File: config.mk
export PLATFORM = sky130hd
export DESIGN_NAME = sequence_generator
export DESIGN_NICKNAME = d
export VERILOG_FILES = /design/src/rtl/sequence_generator.sv
export SDC_FILE = /design/constraint.sdc
export NUM_CORES = 1
export LEC_CHECK = 0
export BUFFER_PORTS_ARGS = -buffer_cell sky130_fd_sc_hd__buf_2
export CAP_MARGIN = 20
export CORE_UTILIZATION = 39
export CTS_CLUSTER_DIAMETER = 60
export DETAILED_ROUTE_END_ITERATION = 7
export RECOVER_POWER = 100
export REMOVE_ABC_BUFFERS = 1
export SYNTH_ARGS = -nofsm -noshare
export SYNTH_HDL_FRONTEND = slang
export SYNTH_SLANG_ARGS = --single-unit
File: constraint.sdc
create_clock -name clk -period 5.84 [get_ports clk]
set_input_delay 1.168 -clock clk [delete_from_list [all_inputs] [get_ports clk]]
set_output_delay 1.168 -clock clk [all_outputs]
set_load 0.02 [all_outputs]
File: src/rtl/sequence_generator.sv
// sequence_generator: serial pattern transmitter. Latches a right-aligned
// pattern word on start and shifts it out MSB-first, one bit per clock.
// Optional repetition with idle gap cycles between repetitions, plus
// out_valid / last_bit / done framing strobes. All outputs are registered.
module sequence_generator #(
  parameter int MAX_LEN = 16,
  parameter int LEN_W   = 5,
  parameter int CNT_W   = 8,
  parameter int GAP_W   = 4
) (
  input  logic               clk,
  input  logic               rst,
  input  logic               start,
  input  logic               abort,
  input  logic [MAX_LEN-1:0] pattern,
  input  logic [LEN_W-1:0]   len,
  input  logic [CNT_W-1:0]   reps,
  input  logic [GAP_W-1:0]   gap,
  output logic               out_seq,
  output logic               out_valid,
  output logic               last_bit,
  output logic               busy,
  output logic               done
);

  typedef enum logic [1:0] {S_IDLE, S_SHIFT, S_GAP, S_DONE} state_t;

  state_t               state_q, state_d;
  logic [MAX_LEN-1:0]   pat_q, pat_d;
  logic [LEN_W-1:0]     len_q, len_d;
  logic [CNT_W-1:0]     reps_q, reps_d;
  logic [GAP_W-1:0]     gap_q, gap_d;
  logic [LEN_W-1:0]     idx_q, idx_d;
  logic [CNT_W-1:0]     rep_q, rep_d;
  logic [GAP_W-1:0]     gcnt_q, gcnt_d;

  logic out_seq_q, out_seq_d;
  logic out_valid_q, out_valid_d;
  logic last_bit_q, last_bit_d;
  logic busy_q, busy_d;
  logic done_q, done_d;

  logic [LEN_W-1:0] len_clamp;
  logic [CNT_W-1:0] rep_inc;
  logic             more_reps;

  // Next-state logic: start acceptance, bit/gap/repetition sequencing, abort
  always_comb begin
    state_d = state_q;
    pat_d   = pat_q;
    len_d   = len_q;
    reps_d  = reps_q;
    gap_d   = gap_q;
    idx_d   = idx_q;
    rep_d   = rep_q;
    gcnt_d  = gcnt_q;

    len_clamp = (len > LEN_W'(MAX_LEN)) ? LEN_W'(MAX_LEN) : len;
    // Repetition counter saturates so infinite mode never wraps to 0
    rep_inc   = (rep_q == '1) ? rep_q : rep_q + CNT_W'(1);
    more_reps = (reps_q == '0) || (rep_q < reps_q);

    unique case (state_q)
      S_IDLE, S_DONE: begin
        state_d = S_IDLE;
        if (start && !abort) begin
          pat_d  = pattern;
          len_d  = len_clamp;
          reps_d = reps;
          gap_d  = gap;
          rep_d  = CNT_W'(1);
          if (len_clamp == '0) begin
            state_d = S_DONE;
          end else begin
            state_d = S_SHIFT;
            idx_d   = len_clamp - LEN_W'(1);
          end
        end
      end
      S_SHIFT: begin
        if (abort) begin
          state_d = S_IDLE;
        end else if (idx_q != '0) begin
          idx_d = idx_q - LEN_W'(1);
        end else if (more_reps) begin
          if (gap_q != '0) begin
            state_d = S_GAP;
            gcnt_d  = gap_q;
          end else begin
            idx_d = len_q - LEN_W'(1);
            rep_d = rep_inc;
          end
        end else begin
          state_d = S_DONE;
        end
      end
      S_GAP: begin
        if (abort) begin
          state_d = S_IDLE;
        end else if (gcnt_q == GAP_W'(1)) begin
          state_d = S_SHIFT;
          idx_d   = len_q - LEN_W'(1);
          rep_d   = rep_inc;
        end else begin
          gcnt_d = gcnt_q - GAP_W'(1);
        end
      end
      default: state_d = S_IDLE;
    endcase

    // Outputs are computed from the next state so they can be registered
    // without adding a cycle of latency after start.
    out_seq_d   = (state_d == S_SHIFT) && |(pat_d & (MAX_LEN'(1) << idx_d));
    out_valid_d = (state_d == S_SHIFT);
    last_bit_d  = (state_d == S_SHIFT) && (idx_d == '0);
    busy_d      = (state_d == S_SHIFT) || (state_d == S_GAP);
    done_d      = (state_d == S_DONE);
  end

  // State and output registers with synchronous active-low reset
  always_ff @(posedge clk) begin
    if (!rst) begin
      state_q     <= S_IDLE;
      pat_q       <= '0;
      len_q       <= '0;
      reps_q      <= '0;
      gap_q       <= '0;
      idx_q       <= '0;
      rep_q       <= '0;
      gcnt_q      <= '0;
      out_seq_q   <= 1'b0;
      out_valid_q <= 1'b0;
      last_bit_q  <= 1'b0;
      busy_q      <= 1'b0;
      done_q      <= 1'b0;
    end else begin
      state_q     <= state_d;
      pat_q       <= pat_d;
      len_q       <= len_d;
      reps_q      <= reps_d;
      gap_q       <= gap_d;
      idx_q       <= idx_d;
      rep_q       <= rep_d;
      gcnt_q      <= gcnt_d;
      out_seq_q   <= out_seq_d;
      out_valid_q <= out_valid_d;
      last_bit_q  <= last_bit_d;
      busy_q      <= busy_d;
      done_q      <= done_d;
    end
  end

  assign out_seq   = out_seq_q;
  assign out_valid = out_valid_q;
  assign last_bit  = last_bit_q;
  assign busy      = busy_q;
  assign done      = done_q;

endmodule

==> metrics.txt <==
setup violators final 0; Setup Fix Bufs, Post-CTS 0; Levels on crit path 11; mapped cell area ~0.0035 mm^2; Reg2Reg Setup Slack 1.86 ns; pwr dens around 270 mW/mm^2; Min Clock Period, post-route ~4.3 ns; Final Skew ~0.011 ns; CTS clk-pin slew, worst paths around 0.08 ns; fin area between 0.003 and 0.004 mm^2; area occupied by multi-input gates 0.00212 mm^2; total CTS buffers 9; Buf/Inv on CP 3; slowest cell on the critical path clkbuf_1; row count 33; crit-path max FO 41; # diodes 0; crit path cell chain clkbuf_1 -> nor2b_1 -> nand2_1 -> clkbuf_1 -> nand2_1 -> ha_1 -> nand2_1 -> inv_1 -> and2_0 -> o2111ai_1 -> o22ai_1; failing checks capacitance limit, slew limit; largest net degree at the start of global routing between 40 and 50; Main synth FF type dfxtp_1; Post-DP Area between 0.003 and 0.004 mm^2; GRT Util Overall 0.202; Worst path top cell family by delay buffers and inverters; Routed WL per cell 15.0 um; total negative slack 0 ns; drt pass-1 iters 4; Fin. Hold Viols 0; number of synthesized flops with an enable pin 0; Slew HR -0.310; HP Class register to register; Core Box Area 0.00838 mm^2; Layout Nets 521; fill count between 800 and 900; RePlAce Congestion ~0.90; area grow syn2layout 14.2%; CP startpoint kind primary input; # H-tree levels 3; worst path required time approximately 6 ns; worst setup slack after layout 1.51 ns; share of layout cells above drive strength 1 0.146; tightest hold margin between 0.4 and 0.5 ns; Antenna Nets Post-Route 0; First DRT Iteration DRCs between 100 and 150; reg-to-reg endpoint out_seq; clk sinks 57; I/O pins 42; DR vias/cell between 5 and 6; Initial Util 0.412; Die Height 96.1 um; RSZ-0062 raised after global routing no; Critical path destination out_seq; PortBufs 41; clk_lat worst skew between 0.3 and 0.4 ns; slowest stage delay, CP between 1 and 1.5 ns; CP Capture Type register; asr flop ratio synth 0; CTS tree built; Worst-Margin Slew ~2.0 ns; Leak Pwr between 1.5 and 2 nW; Hold Buf Count CTS 0; Max Fclk around 0.23 GHz; YS warnings 0; Finished Core Util 0.470; Critical path origin abort; CTS Buffer Depth 2; Reg area 0.00114 mm^2; status finished with violations; WL final 8670 um; DP Worst Slack about 1.8 ns; Pwr Total 1.06 mW; vias in the first global route between 2000 and 3000; DRC 0; cts repair resizes 0; Crit path arrival time 4.56 ns; crit-path most repeated cell nand2_1; worst reg2reg path startpoint state_q[0]; Reg2Reg Depth 11; Die X between 90 and 100 um; first-pass GRT wire length around 14000 um; synthesis-stage register bit count 57; fin crit share 0.741; register area share after synthesis 0.330; clk root buf clkbuf_8; Placed Cells approximately 560; Mapped Cells about 430; Synth cell types 66; detailed-route via count 3215; hpwl dp approximately 6100 um; Max rail drop VDD roughly 0.13 mV; Max-cap violations 2; DIE AREA between 0.009 and 0.01 mm^2; grt ovf 0; Slew Limit Fails 43; number of antenna violations at the first check in global routing 0; Crit Path Category primary input to register; final cell count without fillers ~580; Avg Cell Area, Syn 7.99 um^2
==> routing by layer <==
layer | track usage | vias to the layer above | wire length (um)
met5 | 0 | - | 0
met4 | 0.0535 | 0 | 83
met3 | 0.0521 | 8 | 479
met2 | 0.313 | 81 | 3930
met1 | 0.276 | 1519 | 4180
li1 | - | 1607 | -
==> cells in the mapped netlist, types with 4 or more instances <==
cell type | number | area [um^2]
o21a_1 | 5 | 37.5
ha_1 | 17 | 213
o31ai_1 | 4 | 30.0
a21oi_1 | 43 | 215
xor2_1 | 8 | 70.1
mux4_2 | 7 | 158
nand3_1 | 7 | 35.0
nand2b_1 | 5 | 31.3
inv_1 | 22 | 82.6
nand4_1 | 8 | 50.1
clkbuf_1 | 14 | 52.6
o21ai_0 | 17 | 85.1
and2_1 | 7 | 43.8
nor3_1 | 6 | 30.0
mux2i_1 | 7 | 70.1
nand2_1 | 84 | 315
dfxtp_1 | 57 | 1140
nor2_1 | 38 | 143
==> final cells by class <==
class                           instances  area share
Multi-Input combinational cell        331       0.537
Sequential cell                        57       0.289
Timing Repair Buffer                   44      0.0540
Clock buffer                           10      0.0349
Tap cell                              105      0.0333
Clock inverter                          6      0.0289
Inverter                               24      0.0228
==> state kept, by name, summed over array words and instances, names as in the netlist <==
register and cells:
state_q 2, len_q 5, done 1, out_valid 1, gap_q 4, gcnt_q 4
reps_q 8, idx_q 5, busy 1, pat_q 16, rep_q 8, out_seq 1
last_bit 1
==> worst min path at each step <==
stage	depth (start not counted)	slack (ns)	endpoint	startpoint
4_1_cts	2	0.46	pat_q[6]	pat_q[6]
3_3_place_gp	2	0.44	pat_q[4]	pat_q[4]
2_1_floorplan	2	0.43	pat_q[4]	pat_q[4]
3_5_place_dp	2	0.45	pat_q[6]	pat_q[6]
6_report	2	0.46	pat_q[6]	pat_q[6]
5_1_grt	2	0.47	pat_q[3]	pat_q[3]
==> where the power goes <==
part           internal [mW]  switching (mW)
combinational         0.0691           0.100
sequential             0.404          0.0139
clock                  0.297           0.179
==> tightest hold or removal path, cell delays in order (launching register included) <==
cell	delay, ns
dfxtp_1	0.31
nand2_1	0.05
a21oi_1	0.05
==> cell usage in the layout (no fill, tap or decap), types with 4 or more instances in the layout <==
cell | netlist | layout
o21ai_0 | 17 | 18
nand4_1 | 8 | 8
or4_1 | 3 | 4
nand2b_1 | 5 | 5
buf_2 | 3 | 35
clkbuf_8 | 0 | 10
nor2_1 | 38 | 38
a21oi_1 | 43 | 43
o31ai_1 | 4 | 4
nand3_1 | 7 | 7
ha_1 | 17 | 17
o21a_1 | 5 | 5
inv_1 | 22 | 22
mux4_2 | 7 | 7
dfxtp_1 | 57 | 57
xor2_1 | 8 | 8
nand2_1 | 84 | 84
nor3_1 | 6 | 6
clkbuf_1 | 14 | 8
mux2i_1 | 7 | 7
and2_1 | 7 | 4
==> logic make-up (layout without fill, tap and decap cells) <==
family | after synthesis | after routing | share of synthesized area
xor gates and xnor gates | 10 | 10 | 0.0254
DFF | 57 | 57 | 0.330
and+or+nand+nor | 183 | 183 | 0.257
muxes | 20 | 20 | 0.0866
adders and majority gates | 17 | 17 | 0.0616
buffers and inverters | 44 | 84 | 0.0489
AOI/OAI and AO/OA | 101 | 101 | 0.190
Power figures use the tool's default switching activity.
